===== src/rtl/bk_uart_tx_arbiter.sv =====
// Round-robin arbiter sharing one UART byte transmitter among N_REQ requesters.
// The winner's byte is latched at grant, handed over with ready/busy, and acknowledged.
module bk_uart_tx_arbiter #(
  parameter int N_REQ       = 4,
  parameter int ID_W        = 2,
  parameter int TIMEOUT_CYC = 16,
  parameter int GAP_CYC     = 2
) (
  input  logic               clk,
  input  logic               rst_n,
  input  logic [N_REQ-1:0]   req_valid_i,
  input  logic [8*N_REQ-1:0] req_data_i,
  output logic [N_REQ-1:0]   req_ack_o,
  output logic               req_err_o,
  output logic [ID_W-1:0]    grant_id_o,
  output logic               arb_busy_o,
  output logic [7:0]         uart_data_o,
  output logic               uart_ready_o,
  input  logic               uart_busy_i,
  output logic [2:0]         dbg_state
);

  // Handshake: uart_ready_o offers uart_data_o; the transmitter takes it by raising
  // uart_busy_i, which drops ready at once, and finishes the byte by lowering busy.
  typedef enum logic [2:0] {
    S_IDLE = 3'd0,
    S_REQ  = 3'd1,
    S_SEND = 3'd2,
    S_DONE = 3'd3,
    S_GAP  = 3'd4
  } state_t;

  localparam int CNT_MAX = (TIMEOUT_CYC > GAP_CYC) ? TIMEOUT_CYC : GAP_CYC;
  localparam int CNT_W   = $clog2(CNT_MAX + 1);

  state_t            state;
  logic [ID_W-1:0]   rr_ptr;
  logic [CNT_W-1:0]  cnt;
  logic [ID_W-1:0]   win_id;
  logic              win_found;
  logic [ID_W-1:0]   rr_next;
  logic [N_REQ-1:0]  grant_onehot;

  assign dbg_state = state;

  // First pending requester at or after the round-robin pointer, wrapping.
  always_comb begin
    win_id    = rr_ptr;
    win_found = 1'b0;
    for (int i = 0; i < N_REQ; i++) begin
      if (!win_found && req_valid_i[(int'(rr_ptr) + i) % N_REQ]) begin
        win_id    = ID_W'((int'(rr_ptr) + i) % N_REQ);
        win_found = 1'b1;
      end
    end
  end

  assign rr_next      = (grant_id_o == ID_W'(N_REQ - 1)) ? '0 : grant_id_o + ID_W'(1);
  assign grant_onehot = {{(N_REQ-1){1'b0}}, 1'b1} << grant_id_o;

  always_ff @(posedge clk or negedge rst_n) begin
    if (!rst_n) begin
      state        <= S_IDLE;
      rr_ptr       <= '0;
      cnt          <= '0;
      req_ack_o    <= '0;
      req_err_o    <= 1'b0;
      grant_id_o   <= '0;
      arb_busy_o   <= 1'b0;
      uart_data_o  <= '0;
      uart_ready_o <= 1'b0;
    end else begin
      req_ack_o <= '0;
      req_err_o <= 1'b0;
      case (state)
        S_IDLE: begin
          if (win_found) begin
            uart_data_o  <= req_data_i[8*win_id +: 8];
            grant_id_o   <= win_id;
            uart_ready_o <= 1'b1;
            arb_busy_o   <= 1'b1;
            cnt          <= CNT_W'(1);
            state        <= S_REQ;
          end
        end
        S_REQ: begin
          // Busy is tested first so an acceptance on the last allowed cycle is not an error.
          if (uart_busy_i) begin
            uart_ready_o <= 1'b0;
            state        <= S_SEND;
          end else if (cnt == CNT_W'(TIMEOUT_CYC)) begin
            uart_ready_o <= 1'b0;
            req_ack_o    <= grant_onehot;
            req_err_o    <= 1'b1;
            state        <= S_DONE;
          end else begin
            cnt <= cnt + CNT_W'(1);
          end
        end
        S_SEND: begin
          if (!uart_busy_i) begin
            req_ack_o <= grant_onehot;
            state     <= S_DONE;
          end
        end
        S_DONE: begin
          rr_ptr <= rr_next;
          cnt    <= CNT_W'(1);
          state  <= S_GAP;
        end
        S_GAP: begin
          if (cnt == CNT_W'(GAP_CYC)) begin
            arb_busy_o <= 1'b0;
            state      <= S_IDLE;
          end else begin
            cnt <= cnt + CNT_W'(1);
          end
        end
        default: begin
          uart_ready_o <= 1'b0;
          arb_busy_o   <= 1'b0;
          state        <= S_IDLE;
        end
      endcase
    end
  end

endmodule


===== config.mk =====
export PLATFORM = sky130hd
export DESIGN_NAME = bk_uart_tx_arbiter
export DESIGN_NICKNAME = d
export VERILOG_FILES = /design/src/rtl/bk_uart_tx_arbiter.sv
export SDC_FILE = /design/constraint.sdc
export NUM_CORES = 1
export LEC_CHECK = 0
export CAP_MARGIN = 20
export CORE_MARGIN = 5
export CORE_UTILIZATION = 44
export DETAILED_ROUTE_END_ITERATION = 8
export PLACE_DENSITY = 0.77
export SLEW_MARGIN = 20
export SYNTH_ARGS = -nofsm -noshare
export SYNTH_HDL_FRONTEND = slang
export SYNTH_SLANG_ARGS = --single-unit

===== constraint.sdc =====
create_clock -name clk -period 2.75 [get_ports clk]
set_clock_uncertainty 0.05 [all_clocks]
set_input_delay 0.4125 -clock clk [delete_from_list [all_inputs] [get_ports clk]]
set_output_delay 0.4125 -clock clk [all_outputs]
set_load 0.02 [all_outputs]

* Yosys cells after proc, flatten, opt, wreduce, memory -nomap -nowiden
Index checks and enable logic that the tools add are counted.
** Word-level totals
- Register bits :: 27
- Latch bits :: 0
- RAM bits :: 0
- Memory bits (read-only) :: 0
- Output and inout port bits :: 20
- Memories kept :: 0
** Cells by class
- Add/sub/neg operators :: 5
- Multiply operators :: 0
- Divide/modulo/power cells :: 0
- Order comparisons :: 4
- Equality and inequality tests :: 14
- Shift-type cells :: 2
- Mux-type cells :: 43
- Bitwise operators :: 5
- Reduce and logical (&&, ||, !) cells :: 18
** Operator list (number)
- $shiftx 32x6->8 :: 1
- $mux 5 :: 4
- $pmux 5 s4 :: 1
- $mux 1 :: 18
- $mux 3 :: 5
- $pmux 3 s5 :: 1
- $lt 3x4->1 const B :: 3
- $mux 4 :: 3
- $ne 2x2->1 const B :: 6
- $bmux 1 s2 :: 4
- $mux 2 :: 4
- $pmux 4 s2 :: 1
- $eq 3x2->1 const B :: 2
- $pmux 1 s3 :: 2
- $reduce_and 3->1 :: 2
- $reduce_or 2->1 :: 3
- $reduce_or 3->1 :: 2
- $add 5x1->5 const B :: 1
- $eq 5x2->1 const B :: 1
- $eq 5x5->1 const B :: 1
- $reduce_and 5->1 :: 1
- $add 2x1->2 const B :: 2
- $add 2x2->2 const B :: 2
- $reduce_and 4->1 :: 1
- other kinds (13) :: 20

* Logic depth before layout (Yosys ltp)
Gate-level depths: netlist (run 1).
- Depth after elaboration :: 16
- Mapped depth :: 7

* Worst setup path before layout (run 1)
OpenSTA, ideal clock, no wires.
- Path type :: reg-to-reg
- From :: reg state[0] (netlist: dbg_state[0])
- To :: reg uart_data_o[0]
- Setup time :: 0.064 ns
- Arrival :: 2.124 ns
- Path slack :: 0.512 ns
- Cell stages (with the launch flop) :: 8
- Buffers on the path :: 3
- Clock period less this slack :: 2.238 ns
- Cells stage by stage :: dfrtp_1 -> buf_2 -> or4_1 -> buf_2 -> nor4_4 -> and2b_1 -> buf_4 -> a211o_1
** Between the ends
- Cells in the longest elaborated chain, start to end :: 2
** RTL lines
- start, declared :: line 36 : state_t state;
- start signal, assigned :: line 63 : state <= S_IDLE;
- start signal, assigned :: line 83 : state <= S_REQ;
- start signal, assigned :: line 90 : state <= S_SEND;
- $logic_not 3->1 :: line 75 : case (state)
- $reduce_and 2->1 (no source line)
- end signal, assigned :: line 78 : uart_data_o <= req_data_i[8*win_id +: 8];
- end, declared :: line 17 : output logic [7:0] uart_data_o,
No other way between the ends.
A chain may end at the register's enable or synchronous reset.

* Worst setup path in the final report (run 1)
- From :: in req_valid_i[3]
- To :: reg uart_data_o[3]
** Between the ends
- Cells in the longest elaborated chain, start to end :: 13
** RTL lines
- start, declared :: line 11 : input logic [N_REQ-1:0] req_valid_i,
- $bmux 1 s2 :: line 51 : if (!win_found && req_valid_i[(int'(rr_ptr) + i) % N_REQ]) begin
- $mux 1 (implied by the code) :: line 51
- $mux 1 :: line 51
- $logic_not 1->1 :: line 51
- $logic_and 1x1->1 :: line 51
- $mux 1 :: line 51
- $logic_not 1->1 :: line 51
- $logic_and 1x1->1 :: line 51
- $mux 1 :: line 51
- $logic_not 1->1 :: line 51
- $logic_and 1x1->1 :: line 51
- $mux 2 / $mux 1 (equally long branches) :: line 51
- $shiftx 32x6->8 / $reduce_and 2->1 (equally long branches)
Parallel ways exist; a longest one is shown, timed or not. The select of a mux whose other input is x is not followed.

==> results of run 1 <==
-- worst max-delay path: stages --
cell and delay, ps:
sky130_fd_sc_hd__clkdlybuf4s50_1 590, sky130_fd_sc_hd__nor2b_1 80, sky130_fd_sc_hd__o21a_1 220, sky130_fd_sc_hd__o31ai_1 850, sky130_fd_sc_hd__a21oi_1 90, sky130_fd_sc_hd__a211o_1 310
-- Yosys cell counts, types with 3 or more instances --
library cell	count	area (sq um)
sky130_fd_sc_hd__o31ai_1	4	30.03
sky130_fd_sc_hd__clkbuf_1	3	11.26
sky130_fd_sc_hd__nor3_1	3	15.01
sky130_fd_sc_hd__and2_1	6	37.54
sky130_fd_sc_hd__nand2_1	12	45.04
sky130_fd_sc_hd__nor2_1	8	30.03
sky130_fd_sc_hd__a211o_1	8	70.07
sky130_fd_sc_hd__dfrtp_1	27	675.7
sky130_fd_sc_hd__nand2b_1	3	18.77
sky130_fd_sc_hd__nor2b_1	5	31.28
sky130_fd_sc_hd__o21ai_0	12	60.06
sky130_fd_sc_hd__a21oi_1	12	60.06
sky130_fd_sc_hd__inv_1	6	22.52
sky130_fd_sc_hd__o21ai_1	3	15.01
sky130_fd_sc_hd__nand3_1	11	55.05
sky130_fd_sc_hd__ha_1	7	87.58
sky130_fd_sc_hd__a32o_1	8	80.08
-- flip-flops by register name (all words and copies together) (netlist names) --
register / cells
uart_data_o: 8
cnt: 5
uart_ready_o: 1
req_ack_o: 4
req_err_o: 1
arb_busy_o: 1
grant_id_o: 2
dbg_state: 3
rr_ptr: 2
-- metrics by stage --
| step | setup slack [ps] | total power, uW |
|---|---|---|
| global route | 198.7 | 2481 |
| finish | 316.7 | 2289 |
| floorplan | 512.1 | 1550 |
| global placement | 79.85 | 2033 |
| CTS | 344.8 | 2301 |
| detailed placement | 49.32 | 2067 |
-- logic make-up (layout without fill, tap and decap cells) --
kind of cell | after synthesis | in the layout
buffers and inverters | 14 | 77
flip-flops | 27 | 27
XOR/XNOR | 1 | 1
adder cells (fa/ha/maj) | 7 | 7
AND/OR/NAND/NOR | 60 | 60
AO/OA/AOI/OAI | 56 | 56
multiplexers | 4 | 4
-- cell type report --
| cell class | count | area, sq um | area share (%) |
|---|---|---|---|
| multi-input combinational | 128 | 873.3 | 37.57 |
| inverter | 6 | 22.52 | 0.9688 |
| tap | 48 | 60.06 | 2.583 |
| clock buffer | 4 | 45.04 | 1.938 |
| timing repair buffer | 67 | 648.1 | 27.88 |
| sequential | 27 | 675.6 | 29.06 |
-- power groups by stage --
stage	sequential, uW	clock [uW]	combinational, uW
final	684	229	1380
after global routing	705	258	1520
after CTS	681	235	1380
after detailed placement	689	0	1380
after global placement	682	0	1350
after floorplan	773	0	776
-- metal layers --
layer	wire length [um]	up-vias	track usage [%]	part of all wire, %
met5	0	-	0	0
met4	70	0	5.846	1.6
met3	198	6	2.557	4.6
met2	2113	37	29.73	49
met1	1954	726	25.02	45
li1	-	751	-	-
-- worst paths after layout --
path / to / slack [ps]
max: uart_data_o[3] / 320
min: cnt[2] / 450
max reg2reg: uart_data_o[3] / 600
min reg2reg: arb_busy_o / 450
max in group asynchronous: uart_data_o[4] / 1940
min in group clk: arb_busy_o / 450
-- placed cells by master (no fill, tap or decap), types with 3 or more instances in the layout --
cell,count
sky130_fd_sc_hd__clkbuf_8,3
sky130_fd_sc_hd__dfrtp_1,27
sky130_fd_sc_hd__o21ai_0,12
sky130_fd_sc_hd__nor3_1,3
sky130_fd_sc_hd__and2_1,6
sky130_fd_sc_hd__nand2b_1,3
sky130_fd_sc_hd__a32o_1,8
sky130_fd_sc_hd__nand2_1,12
sky130_fd_sc_hd__o21ai_1,3
sky130_fd_sc_hd__buf_4,9
sky130_fd_sc_hd__nor2b_1,5
sky130_fd_sc_hd__a211o_1,8
sky130_fd_sc_hd__o31ai_1,4
sky130_fd_sc_hd__ha_1,7
sky130_fd_sc_hd__clkdlybuf4s50_1,58
sky130_fd_sc_hd__inv_1,6
sky130_fd_sc_hd__nand3_1,11
sky130_fd_sc_hd__nor2_1,8
sky130_fd_sc_hd__a21oi_1,12
==> results.cfg, run 1 <==
[run_status]
status = complete, no violations

[global_routing]
grt.overflow.total = 0
number_of_global_route_vias_before_repair = 1532
antenna_found_initial = 0
grt_pass1_wl_um = 7341
grt_start_max_net_pins = 28
gr-usage-all-layers_pct = 18.20

[floorplan]
chipHeight_um = 70.59
floorplan.core_area_sq_mm = 0.003606
io_pins = 59
die-width_um = 70.59
floorplan.rows = 22
initial_core_util_pct = 44.80
die-area_sq_mm = 0.004983

[final_layout]
postLayoutCoreUtil_pct = 64.47
filler_cell_count = 295
insertedDiodeCount = 0
area_delta_synth_final_pct = 43.92
finish.cell_count_without_fillers = 280
finalNetCount = 279
final_cell_area_sq_mm = 0.002325
drive_gt1_share_pct = 7.759

[power]
power_density_mw_per_mm2 = 984.8
p_comb_share_pct = 60.1
p_clk_share_pct = 10.0
switching_share_pct = 42.61
seqPwrFrac_pct = 29.9
peakVddDrop_mv = 0.4894
leakagePower_uw = 0.001011
p_int_uw = 1314
power_switching_uw = 975.5

[synth]
ys_warn_count = 0
syn-instance-count = 169
synth_simple_gate_area_share_pct = 21.61
synth_top_family_by_area = compound AO/OA/AOI/OAI gates
netlist_area_sq_mm = 0.001615
synth_async_sr_flop_share_pct = 100.0
yosysSeqAreaShare_pct = 41.83
synth-main-ff-cell = sky130_fd_sc_hd__dfrtp_1
synth.distinct_cells = 42
postSynthRegisterBits = 27
yosys.area_share.xor_xnor_pct = 0.5422
post_synth.cell_area_avg_sq_um = 9.558
number_of_synthesized_flops_with_an_enable_pin = 0
number_of_nets_produced_by_synthesis = 215
synth_compound_area_share_pct = 23.86
muxShareOfSynthArea_pct = 2.634
area_share_of_fa_ha_maj_cells_after_synthesis_pct = 5.422

[clock_tree]
h-tree-depth = 1
cts_post_setup_buffers_inserted = 0
clock_buffer_depth = 2
worst_skew_pair.late_latency_ps = 270
clock-sinks = 27
worst_setup_hold_path_clk_slew_ps = 90
clockRootBuffer = sky130_fd_sc_hd__clkbuf_8
hold_buffers = 0
tritoncts.num_buffers = 3
cts_resized = 0
cts_tree = yes

[worst_setup_path]
critPathMaxFanout = 8
arrival_ps = 2550
timing.critical_path.to_type = flip-flop
worst_ep_required_time_ps = 2870
critical_path.startpoint_type = input pin
r2r.worst_path.cells = 4
cp-startpoint = req_valid_i[3]
r2r_start = dbg_state[1]
timing.setup.critical_path_class = in -> reg

[place]
place_area_sq_mm = 0.002280
portBuffers = 58
place.gp.congestion = 0.8332
dp_cells = 276
hpwl_um = 3405

[timing]
rsz0062_at_grt = no
slew_viol_final = 0
period_needed_ps = 2433
post_route_worst_hold_slack_ps = 446.6
worst_pin_slew_ps = 1013
period_utilisation_layout_pct = 88.48
worst_slew_margin_rel_pct = 31.88
finalSetupTns_ps = 0
report.final.hold_viol_count = 0
fmaxAchievable_ghz = 0.4110
setup_violations = 0

[routing]
num_vias = 1520
detailedRoute.firstPassIterationCount = 4
per_cell_via_count_in_the_routed_design = 5.429
routed_wl_um = 4336
drt_iter0_markers = 89
detail_route.drc_violations = 0
final_antenna_net_count = 0
avgRoutedWirePerCell_um = 15.49

[run]
timing.max_cap.violations = 0

[hold_path]
worst_hold_path_type = in -> async
Power figures use the tool's default switching activity.
==> run 2, diff against run 1 <==
CAP_MARGIN = 5   (was 20)
HOLD_SLACK_MARGIN = 0.1   (was unset)
==> results of run 2 <==
Final layout, timing and power as in run 1 (identical DEF).
